[src/rtl/sw_loop_pkg.sv]
`default_nettype none
// ============================================================================
// Module  : sw_loop_pkg
// Brief   : Shared PC encoding for the round-robin loop-step scheduler.
// Revision: 1.0
// ============================================================================
package sw_loop_pkg;

    localparam int L0_B = 0;
    localparam int L1_B = 1;
    localparam int L2_B = 2;
    localparam int L3_B = 3;
    localparam int L4_B = 4;
    localparam int L5_B = 5;
    localparam int L6_B = 6;
    localparam int PC_W = 7;

    typedef logic [PC_W-1:0] pc_t;

    localparam pc_t PC_L0    = pc_t'(1 << L0_B);
    localparam pc_t PC_L1    = pc_t'(1 << L1_B);
    localparam pc_t PC_L2    = pc_t'(1 << L2_B);
    localparam pc_t PC_L3    = pc_t'(1 << L3_B);
    localparam pc_t PC_L4    = pc_t'(1 << L4_B);
    localparam pc_t PC_L5    = pc_t'(1 << L5_B);
    localparam pc_t PC_L6    = pc_t'(1 << L6_B);
    localparam pc_t PC_RESET = PC_L0;

    function automatic logic pc_onehot(input pc_t pc);
        return (pc != '0) && ((pc & (pc - pc_t'(1))) == '0);
    endfunction

endpackage
`default_nettype wire

[src/rtl/sw_loop_step.sv]
`default_nettype none
// ============================================================================
// Module  : sw_loop_step
// Brief   : Combinational single loop step: (pc, x) -> (pc_n, x_n).
// Revision: 1.0
// ============================================================================
module sw_loop_step
    import sw_loop_pkg::*;
#(
    parameter int           W     = 6,
    parameter logic [W-1:0] KINC  = W'(3),
    parameter logic [W-1:0] KCOND = W'(17),
    parameter logic [W-1:0] KPROP = W'(19)
) (
    input  pc_t          pc_i,
    input  logic [W-1:0] x_i,
    output pc_t          pc_o,
    output logic [W-1:0] x_o
);

    always_comb begin
        pc_o = pc_i;
        x_o  = x_i;
        if (pc_i[L0_B]) begin
            pc_o = PC_L1;
        end else if (pc_i[L1_B]) begin
            if (x_i < KPROP) begin
                x_o  = x_i + KINC;   // wraps mod 2^W
                pc_o = PC_L2;
            end else begin
                pc_o = PC_L6;
            end
        end else if (pc_i[L2_B]) begin
            pc_o = PC_L3;
        end else if (pc_i[L3_B]) begin
            pc_o = (x_i < KCOND) ? PC_L1 : PC_L4;
        end else if (pc_i[L4_B]) begin
            pc_o = (x_i < KPROP) ? PC_L5 : PC_L6;
        end
    end

endmodule
`default_nettype wire

[src/rtl/sw_loop_rr_sched.sv]
`default_nettype none
// ============================================================================
// Module  : sw_loop_rr_sched
// Brief   : Round-robin scheduler time-sharing one loop-step datapath among
//           NTHR thread contexts, with restart load path and one-hot guard.
// Revision: 1.0
// ============================================================================
module sw_loop_rr_sched
    import sw_loop_pkg::*;
#(
    parameter int           NTHR  = 4,
    parameter int           W     = 6,
    parameter logic [W-1:0] KINIT = W'(1),
    parameter logic [W-1:0] KINC  = W'(3),
    parameter logic [W-1:0] KCOND = W'(17),
    parameter logic [W-1:0] KPROP = W'(19)
) (
    input  logic                    clk,
    input  logic                    rst,
    input  logic [NTHR-1:0]         req_i,
    input  logic                    ld_i,
    input  logic [$clog2(NTHR)-1:0] ld_id_i,
    input  logic [W-1:0]            ld_x_i,
    output logic [NTHR-1:0]         gnt_o,
    output logic [NTHR*W-1:0]       x_flat_o,
    output logic [NTHR-1:0]         done_o,
    output logic [NTHR-1:0]         err_o,
    output logic                    ohfail_o,
    output logic                    busy_o
);

    localparam int IDW = $clog2(NTHR);

    pc_t  [NTHR-1:0]          pc_q, pc_d;
    logic [NTHR-1:0][W-1:0]   x_q,  x_d;
    logic [IDW-1:0]           ptr_q, ptr_d;
    logic                     ohfail_q, ohfail_d;

    logic [NTHR-1:0]          elig;
    logic [NTHR-1:0]          gnt;
    logic [IDW-1:0]           gnt_idx;
    logic [IDW-1:0]           cand;
    logic                     found;
    logic                     bad_any;
    pc_t                      step_pc;
    logic [W-1:0]             step_x;

    always_comb begin
        elig    = '0;
        bad_any = 1'b0;
        for (int i = 0; i < NTHR; i++) begin
            elig[i] = req_i[i] & ~pc_q[i][L5_B] & ~pc_q[i][L6_B]
                    & pc_onehot(pc_q[i])
                    & ~(ld_i & (ld_id_i == IDW'(i)));
            if (!pc_onehot(pc_q[i])) begin
                bad_any = 1'b1;
            end
        end
    end

    // Rotating search from ptr; NTHR is a power of two so the index wraps naturally.
    always_comb begin
        gnt     = '0;
        gnt_idx = '0;
        cand    = '0;
        found   = 1'b0;
        for (int o = 0; o < NTHR; o++) begin
            cand = ptr_q + IDW'(o);
            if (!found && elig[cand]) begin
                found   = 1'b1;
                gnt_idx = cand;
            end
        end
        gnt[gnt_idx] = found;
    end

    sw_loop_step #(
        .W     (W),
        .KINC  (KINC),
        .KCOND (KCOND),
        .KPROP (KPROP)
    ) u_step (
        .pc_i (pc_q[gnt_idx]),
        .x_i  (x_q[gnt_idx]),
        .pc_o (step_pc),
        .x_o  (step_x)
    );

    // Load is applied after the step so it wins; the grant mask already excludes it.
    always_comb begin
        pc_d     = pc_q;
        x_d      = x_q;
        ptr_d    = ptr_q;
        ohfail_d = ohfail_q | bad_any;
        if (found) begin
            pc_d[gnt_idx] = step_pc;
            x_d[gnt_idx]  = step_x;
            ptr_d         = gnt_idx + IDW'(1);
        end
        if (ld_i) begin
            pc_d[ld_id_i] = PC_RESET;
            x_d[ld_id_i]  = ld_x_i;
        end
    end

    always_ff @(posedge clk or posedge rst) begin
        if (rst) begin
            pc_q     <= {NTHR{PC_RESET}};
            x_q      <= {NTHR{KINIT}};
            ptr_q    <= '0;
            ohfail_q <= 1'b0;
        end else begin
            pc_q     <= pc_d;
            x_q      <= x_d;
            ptr_q    <= ptr_d;
            ohfail_q <= ohfail_d;
        end
    end

    always_comb begin
        done_o = '0;
        err_o  = '0;
        for (int i = 0; i < NTHR; i++) begin
            done_o[i] = pc_q[i][L5_B];
            err_o[i]  = pc_q[i][L6_B];
        end
    end

    assign gnt_o    = gnt;
    assign busy_o   = found;
    assign x_flat_o = x_q;
    assign ohfail_o = ohfail_q;

    a_gnt_onehot0 : assert property (@(posedge clk) disable iff (rst) $onehot0(gnt_o));
    a_gnt_in_req  : assert property (@(posedge clk) disable iff (rst) (gnt_o & ~req_i) == '0);

endmodule
`default_nettype wire

[config.mk]
export PLATFORM = sky130hd
export DESIGN_NAME = sw_loop_rr_sched
export DESIGN_NICKNAME = d
export VERILOG_FILES = /design/src/rtl/sw_loop_pkg.sv /design/src/rtl/sw_loop_step.sv /design/src/rtl/sw_loop_rr_sched.sv
export SDC_FILE = /design/constraint.sdc
export NUM_CORES = 1
export LEC_CHECK = 0
export ABC_CLOCK_PERIOD_IN_PS = 4100
export BUFFER_PORTS_ARGS = -buffer_cell sky130_fd_sc_hd__buf_2
export CORE_MARGIN = 4
export CORE_UTILIZATION = 52
export DETAILED_ROUTE_END_ITERATION = 16
export PLACE_DENSITY_LB_ADDON = 0.08
export SLEW_MARGIN = 20
export SYNTH_ARGS = -nofsm -noshare
export SYNTH_HDL_FRONTEND = slang
export SYNTH_SLANG_ARGS = --single-unit
[constraint.sdc]
create_clock -name clk -period 4.1 [get_ports clk]
set_input_delay 0.41 -clock clk [delete_from_list [all_inputs] [get_ports clk]]
set_output_delay 0.41 -clock clk [all_outputs]
set_load 0.05 [all_outputs]
==> results of run 1 <==
==> final timing paths <==
kind,startpoint,to,slack [ns],cells past startpoint
worst max-delay path,pc_q[3],x_flat_o[20],0.26,15
worst min-delay path,rst,ptr_q[0],0.29,3
worst max register to register,pc_q[3],x_flat_o[20],0.26,15
worst min register to register,pc_q[14],pc_q[14],0.50,2
max in group asynchronous,rst,pc_q[3],3.31,3
min in group clk,ld_x_i[0],x_flat_o[0],0.32,3
==> through the flow <==
stage	instances	hold WS (ns)	worst slack (ns)	util [%]	area, sq um
finish	595	0.289	0.262	62.6	4300
global route	595	0.317	0.00112	62.6	4300
CTS	594	0.314	0.0267	61.9	4250
detailed placement	586	0.486	0.00582	60.4	4150
global placement	586	0.480	0.251	60.4	4150
floorplan	439	0.465	0.255	-	3710
==> metal layers <==
layer | vias to the layer above | GRT usage (%) | part of all wire, %
li1 | 1704 | - | -
met1 | 1747 | 39.1 | 44
met2 | 199 | 43.1 | 44
met3 | 30 | 6.09 | 8.2
met4 | 0 | 9.03 | 3.2
met5 | - | 0 | 0
==> registers in the layout (all words and copies together) (netlist names) <==
register	cells
ohfail_o	1
done_o	4
x_flat_o	24
pc_q	20
ptr_q	2
err_o	4
==> cell type report <==
type | count | area [sq um] | area share (%)
clock buffers | 8 | 100 | 2.33
inverters | 13 | 48.8 | 1.14
multi-input cells | 342 | 2160 | 50.2
flip-flops and latches | 55 | 1390 | 32.3
well taps | 96 | 120 | 2.79
repair buffers | 81 | 482 | 11.2
==> placed cells by master, fill, tap and decap left out, drive strengths merged, types with 9 or more instances in the layout <==
master   n
buf     81
nand2   65
o21ai   50
dfrtp   47
nor2    32
mux2i   25
nor3    24
a21oi   18
inv     13
nand3   12
a31oi   11
nor2b    9
==> what timing repair did <==
action,4_1_cts,5_1_grt
gates resized for setup,0,10
setup buffers,0,1
endpoints found under the setup margin,0,33
hold endpoints to repair,0,0
==> logic make-up after synthesis <==
logic type,synth area share (%)
XOR/XNOR,1.18
adder cells (fa/ha/maj),2.02
AO/OA/AOI/OAI,20.8
buffers and inverters,5.50
flip-flops,37.4
AND/OR/NAND/NOR,24.0
multiplexers,9.17
==> worst reg2reg max path: cells and delay by family (launching register included) <==
kind	cells	cell delay [ns]
multiplexers	2	0.48
AND/OR/NAND/NOR	4	0.89
AO/OA/AOI/OAI	6	1.52
buffers and inverters	2	0.23
adder cells (fa/ha/maj)	1	0.16
flip-flops	1	0.45
==> flow_summary.yaml, run 1 <==
layout:
  drive_gt1_share_pct: 23.8
  area_delta_synth_final_pct: 15.8
  antennaDiodeCount: 0
  nets: 519
  fillCellCount: 639
critical_path:
  path_cells: "or3b_1 -> o32a_1 -> a211oi_2 -> nor3b_4 -> o21ai_4 -> mux2i_1 -> mux2_4 -> inv_1 -> ha_1 -> nand3b_1 -> a2111oi_4 -> buf_6 -> a21oi_1 -> nor3_1 -> o21ai_1"
  start_kind: "flop"
  worstSetupPathType: "flop to flop"
  crit_path_max_fanout: 8
  required_ns: 4.30
  cpMaxStageDelayCell: "dfrtp_2"
  critPathBufInv: 2
  worstPathArrival_ns: 4.04
  cp_top_family: "compound AO/OA/AOI/OAI gates"
  slowest_delay_ns: 0.45
  endpoint_kind: "flop"
timing:
  finalSetupViolations: 0
  rsz0062_at_grt: "no"
  drv_slew: 0
  timing.setup.tns_ns: 0
  period_needed_ns: 3.84
  skew_ns: 0.0110
  fmax_ghz: 0.261
  slew_headroom_pct: 31.3
  final.period_utilization_pct: 93.6
  hold_violations: 0
  worstMarginPinSlew_ns: 1.03
clock_network:
  cts_tree: "done"
  cts.path.max_buffers: 2
  insertion_delay_ns: 0.31
  root_buffer: "clkbuf_8"
  cts_max_level: 2
  holdBufCountCts: 0
  cts.reportedPaths.clkPinSlew_ns: 0.10
  cts_buffers: 5
  cts.sinks: 55
die:
  start_util_pct: 54.0
  die_y_um: 92.5
  core_sq_um: 6870
  ios: 53
  die_width_um: 92.5
  num_rows: 30
  design.die.area_sq_um: 8550
global_route:
  grt_pass1_wl_um: 18400
  grt_max_degree: 56
  grt_overflow: 0
  track_usage_pct: 28.0
  antenna_found_initial: 0
  first_global_vias: 3421
place:
  hpwl_um: 8410
  io_buffers: 52
  place_congestion: 0.936
routing:
  initialDrtViolationCount: 405
  first_pass_iters: 6
  wirelength_um: 11700
  vias: 3680
  ant_nets: 0
  viasPerCell: 6.18
  wl_per_cell_um: 19.7
  drc: 0
synthesis:
  synth_cells: 439
  syn_nets: 460
  synth.avg_cell_area_sq_um: 8.45
  synth_top_cell_by_area: "dfrtp_1"
  yosysMostFrequentCell: "nand2_1"
  syn_area_sq_um: 3710
  yosysWarningCount: 0
  ys_async_sr_fraction_pct: 100
  ys_top_cells_by_count: "nand2_1, dfrtp_1, o21ai_0"
  yosys.area.top_type_share_pct: 31.7
  yosys-top-cells-area: "dfrtp_1, mux2i_1, nand2_1"
  ys_ff_latch: 55
  synth_edf_count: 0
  synth_cell_type_count: 59
  ys_seq_area_share_pct: 37.4
  ys.flop_type: "dfrtp_1"
min_path:
  hold_class: "input pin to asynchronous set/reset pin"
outcome:
  status: "completed"
run:
  maxCapViolations: 0
Power of run 1 is left out: the tool's default activity adds up to more than one toggle a clock period on the data nets, which glitch-free logic cannot reach.
==> run 2: changes to the inputs <==
--- a/config.mk
+++ b/config.mk
@@ -11,6 +11,7 @@
 export CORE_UTILIZATION = 52
 export DETAILED_ROUTE_END_ITERATION = 16
 export PLACE_DENSITY_LB_ADDON = 0.08
+export RECOVER_POWER = 100
 export SLEW_MARGIN = 20
 export SYNTH_ARGS = -nofsm -noshare
 export SYNTH_HDL_FRONTEND = slang
==> run 2 against run 1 <==
Compared with the run above:
- the flow now finishes with violations (capacitance limit, slew limit)
- critical path depth stayed put
- count of clock-buffer cells in the layout is the same
- clock skew fell by 0.00099 ns
- sequential cell count unchanged
==> flow_summary.yaml, run 2 (same netlist as run 1, synthesis figures left out) <==
outcome:
  status: "complete, but fails checks"
  violations: "capacitance limit, slew limit"
die:
  num_rows: 30
  core_sq_um: 6870
  ios: 53
  die_y_um: 92.5
  design.die.area_sq_um: 8550
  die_width_um: 92.5
  start_util_pct: 54.0
layout:
  area_delta_synth_final_pct: 14.3
  fin_util_pct: 61.7
  nets: 519
  largest_register_ffs: 24
  antennaDiodeCount: 0
  layout_common_cells: "nand2_1, dfrtp_1, clkbuf_1, o21ai_0, nor2_1"
  mostFrequentLayoutCell: "nand2_1"
  drive_gt1_share_pct: 16.2
critical_path:
  critPathBufInv: 2
  cp_top_family: "compound AO/OA/AOI/OAI gates"
  path_cells: "or3b_1 -> o32a_1 -> a211oi_2 -> nor3b_4 -> o21ai_4 -> mux2i_1 -> mux2_4 -> inv_1 -> ha_1 -> nand3b_1 -> a2111oi_4 -> buf_6 -> xnor2_1 -> nor2_1 -> o21ai_1"
  slowest_delay_ns: 0.43
  cpMaxStageDelayCell: "dfrtp_1"
  endpoint_kind: "flop"
  worstSetupPathType: "flop to flop"
  required_ns: 4.35
  start_kind: "flop"
  crit_path_max_fanout: 8
  worstPathArrival_ns: 4.09
timing:
  period_needed_ns: 3.84
  fin_ws_ns: 0.257
  rsz0062_at_grt: "no"
  slew_headroom_pct: -102
  worstMarginPinSlew_ns: 3.03
  skew_ns: 0.00996
  hold_violations: 0
  drv_slew: 56
  timing.setup.tns_ns: 0
  fmax_ghz: 0.260
  finalSetupViolations: 0
  final.period_utilization_pct: 93.7
routing:
  viasPerCell: 6.14
  drc: 0
  ant_nets: 0
  first_pass_iters: 6
  initialDrtViolationCount: 451
  vias: 3655
  wl_per_cell_um: 19.7
  wirelength_um: 11700
clock_network:
  cts_buffers: 5
  insertion_delay_ns: 0.31
  holdBufCountCts: 0
  cts.path.max_buffers: 2
  cts.reportedPaths.clkPinSlew_ns: 0.10
  cts_max_level: 2
  root_buffer: "clkbuf_8"
  cts_tree: "done"
  cts.sinks: 55
global_route:
  track_usage_pct: 28.0
  grt_overflow: 0
  first_global_vias: 3421
  grt_max_degree: 56
  grt_pass1_wl_um: 18400
  antenna_found_initial: 0
place:
  pre_cts_ws_ns: 0.00582
  io_buffers: 52
  place_congestion: 0.936
  hpwl_um: 8410
run:
  maxCapViolations: 1
min_path:
  hold_class: "input pin to flop"
==> run 2: cell count changes in the layout (fill, tap and decap cells not counted) <==
cell,change
inv_2,-1
clkbuf_2,+2
buf_2,-35
clkbuf_1,+36
mux2i_2,-1
buf_4,-3
inv_1,+1
mux2i_1,+1
==> run 2: per-stage QoR <==
step,cell area [sq um],hold slack (ns),cells
finish,4240,0.320,595
global placement,4150,0.480,586
CTS,4250,0.314,594
global route,4240,0.317,595
floorplan,3710,0.465,439
detailed placement,4150,0.486,586
==> run 2: layout make-up <==
type	instances	area [sq um]
Tap cell	96	120
Sequential cell	55	1390
Fill cell	657	2630
Clock buffer	8	100
Multi-Input combinational cell	342	2160
Inverter	13	48.8
Timing Repair Buffer	81	429
==> run 2: path summary, 6_finish.rpt <==
path,startpoint,endpoint,slack [ns],depth (start not counted)
min reg2reg,pc_q[14],pc_q[14],0.50,2
max,pc_q[2],x_flat_o[6],0.26,15
max reg2reg,pc_q[2],x_flat_o[6],0.26,15
max in group asynchronous,rst,pc_q[3],0.94,3
min in group asynchronous,rst,ptr_q[1],1.24,3
min,ld_x_i[0],x_flat_o[0],0.32,3
==> run 2: repair_timing <==
action | 4_1_cts | 5_1_grt
gates resized for setup | 0 | 10
setup buffers | 0 | 1
endpoints found under the setup margin | 0 | 33
==> run 2: layer usage <==
metal / global-route usage, % / wire (um) / part of all wire (%)
met5: 0 / 0 / 0
met4: 9.03 / 360 / 3.1
met3: 6.09 / 974 / 8.3
met2: 43.1 / 5180 / 44
met1: 39.1 / 5190 / 44
==> run 2: worst register-to-register path, cell delays in order, from the launching register on <==
cell and delay, ns:
dfrtp_1 0.43, or3b_1 0.40, o32a_1 0.35, a211oi_2 0.28
nor3b_4 0.11, o21ai_4 0.29, mux2i_1 0.27, mux2_4 0.21
inv_1 0.05, ha_1 0.16, nand3b_1 0.21, a2111oi_4 0.38
buf_6 0.19, xnor2_1 0.22, nor2_1 0.08, o21ai_1 0.17
Power of run 2 is left out for the same reason.
==> run 3: changes to the inputs <==
--- a/config.mk
+++ b/config.mk
@@ -8,11 +8,12 @@
 export ABC_CLOCK_PERIOD_IN_PS = 4100
 export BUFFER_PORTS_ARGS = -buffer_cell sky130_fd_sc_hd__buf_2
 export CORE_MARGIN = 4
-export CORE_UTILIZATION = 52
+export CORE_UTILIZATION = 53
 export DETAILED_ROUTE_END_ITERATION = 16
 export PLACE_DENSITY_LB_ADDON = 0.08
 export RECOVER_POWER = 100
 export SLEW_MARGIN = 20
 export SYNTH_ARGS = -nofsm -noshare
 export SYNTH_HDL_FRONTEND = slang
+export SYNTH_HIERARCHICAL = 1
 export SYNTH_SLANG_ARGS = --single-unit
==> run 3 against run 2 <==
Compared with the run above:
- non-clock buffer count rose by 13
- global-route usage down 3.6 points
- sequential cell count unchanged
- largest cell class unchanged
- the run still ends with capacitance limit, slew limit left
- highest routed layer unchanged
- first-iteration DRC count decreased by 54%
- register-to-register slack worse by 0.20 ns
- clock skew shrank 0.0037 ns
- setup slack lost 0.20 ns
==> flow_summary.yaml, run 3 <==
outcome:
  status: "complete, but fails checks"
  violations: "capacitance limit, slew limit"
routing:
  viasPerCell: 5.57
  wl_per_cell_um: 18.4
  vias: 3175
  wirelength_um: 10500
  ant_nets: 0
  initialDrtViolationCount: 207
  drc: 0
  first_pass_iters: 4
clock_network:
  cts.path.max_buffers: 2
  cts_buffers: 5
  insertion_delay_ns: 0.31
  cts.reportedPaths.clkPinSlew_ns: 0.09
  cts.sinks: 55
  holdBufCountCts: 0
  cts_tree: "done"
  root_buffer: "clkbuf_8"
  cts_max_level: 2
die:
  num_rows: 30
  ios: 53
  die_width_um: 93.0
  core_sq_um: 6910
  die_y_um: 93.0
  start_util_pct: 55.5
  design.die.area_sq_um: 8650
layout:
  layout_common_cells: "mux2i_1, dfrtp_1, nor2_1, buf_4, clkbuf_1"
  drive_gt1_share_pct: 22.6
  final_cell_area_sq_um: 4480
  antennaDiodeCount: 0
  fin_util_pct: 64.9
  layout.cells.non_filler: 570
  mostFrequentLayoutCell: "mux2i_1"
  area_delta_synth_final_pct: 17.0
  nets: 495
  largest_register_ffs: 24
  fillCellCount: 637
critical_path:
  worstPathArrival_ns: 4.26
  critPathLaunch: "done_o[0]"
  critPathBufInv: 1
  worstSetupPathType: "flop to flop"
  crit_cells: 13
  start_kind: "flop"
  cp_top_family: "simple AND/OR/NAND/NOR gates"
  r2r_cells: 13
  path_cells: "or4_4 -> o21a_1 -> or4_1 -> mux2_2 -> o32a_2 -> o21ai_4 -> mux2i_2 -> inv_1 -> ha_1 -> nor4_2 -> xor2_2 -> mux2i_1 -> o21ai_0"
  crit_path_max_fanout: 5
  regToRegEndpoint: "x_flat_o[2]"
  slowest_delay_ns: 0.56
  r2r_setup_slack_ns: 0.05
  crit_path_end: "x_flat_o[2]"
  reg2reg_from: "done_o[0]"
  required_ns: 4.32
  endpoint_kind: "flop"
  cpMaxStageDelayCell: "or4_4"
place:
  hpwl_um: 7510
  place_congestion: 0.968
  pre_cts_ws_ns: -0.0183
  io_buffers: 52
  placed_area_sq_um: 4250
  dp_cells: 550
synthesis:
  synth.avg_cell_area_sq_um: 9.55
  ys_async_sr_fraction_pct: 100
  ys_top_cells_by_count: "mux2i_1, dfrtp_1, nor2_1"
  ys_ff_latch: 55
  ys.flop_type: "dfrtp_1"
  synth_top_cell_by_area: "dfrtp_1"
  yosys-top-cells-area: "dfrtp_1, mux2i_1, dfstp_2"
  synth_edf_count: 0
  yosys.area.top_type_share_pct: 30.7
  synth_cells: 401
  yosysMostFrequentCell: "mux2i_1"
  syn_area_sq_um: 3830
  yosysWarningCount: 6
  ys_seq_area_share_pct: 36.2
  syn_nets: 423
  synth_cell_type_count: 63
min_path:
  hold_class: "input pin to flop"
global_route:
  track_usage_pct: 24.4
  antenna_found_initial: 0
  grt_max_degree: 56
  grt_pass1_wl_um: 16500
  first_global_vias: 3088
  grt_overflow: 0
timing:
  hold_violations: 0
  drv_slew: 56
  final.period_utilization_pct: 98.7
  slew_headroom_pct: -97.5
  skew_ns: 0.00624
  rsz0062_at_grt: "yes"
  fmax_ghz: 0.247
  worstMarginPinSlew_ns: 2.96
  finalSetupViolations: 0
  period_needed_ns: 4.05
  fin_ws_ns: 0.0522
run:
  maxCapViolations: 1
run 3: worst register-to-register path, cell delays in order (launching register included):
cell     delay, ns
dfrtp_1       0.43
or4_4         0.56
o21a_1        0.21
or4_1         0.47
mux2_2        0.27
o32a_2        0.21
o21ai_4       0.15
mux2i_2       0.32
inv_1         0.13
ha_1          0.26
nor4_2        0.37
xor2_2        0.27
mux2i_1       0.12
o21ai_0       0.21
run 3: worst min path at each step:
stage	endpoint	depth (start not counted)	slack, ns	from
after CTS	x_flat_o[8]	3	0.31	rst
after global routing	x_flat_o[10]	3	0.36	ld_x_i[4]
after detailed placement	ohfail_o	1	0.47	ohfail_o
after global placement	ohfail_o	1	0.47	ohfail_o
after floorplan	x_flat_o[12]	2	0.52	ld_x_i[0]
final	x_flat_o[22]	3	0.34	ld_x_i[4]
run 3: logic make-up after synthesis:
| family | count (synthesis) | synth area share [%] |
|---|---|---|
| and+or+nand+nor | 127 | 17.4 |
| muxes | 83 | 21.7 |
| AOI/OAI and AO/OA | 77 | 13.7 |
| DFF | 55 | 36.2 |
| buffers and inverters | 43 | 6.76 |
| adders and majority gates | 8 | 2.55 |
| xor gates and xnor gates | 7 | 1.60 |
| other | 1 | 0.0979 |
run 3: timing repair:
item,CTS,global route
pin swaps,0,2
buffers inserted,0,12
endpoints found under the setup margin,5,32
gates resized for setup,3,20
run 3: stage by stage:
step / TNS [ns] / hold WS (ns)
after floorplan: 0 / 0.517
after global placement: 0 / 0.474
after detailed placement: -0.0183 / 0.471
after CTS: 0 / 0.307
after global routing: -0.199 / 0.361
final: 0 / 0.338
run 3: layer usage:
layer / GRT usage [%] / share of wire, % / wire length, um
met5: 0 / 0 / 0
met4: 6.11 / 1.3 / 136
met3: 3.06 / 6.5 / 679
met2: 40.3 / 48 / 5070
met1: 34.1 / 44 / 4620
run 3: layout make-up:
type / instances / area [sq um] / share of cell area [%]
multi-input cells: 303 / 2290 / 51.0
flip-flops and latches: 55 / 1390 / 31.0
repair buffers: 94 / 554 / 12.4
well taps: 96 / 120 / 2.68
clock buffers: 7 / 76.3 / 1.70
inverters: 14 / 52.6 / 1.17
clock inverters: 1 / 5.00 / 0.112
Power of run 3 is left out for the same reason.
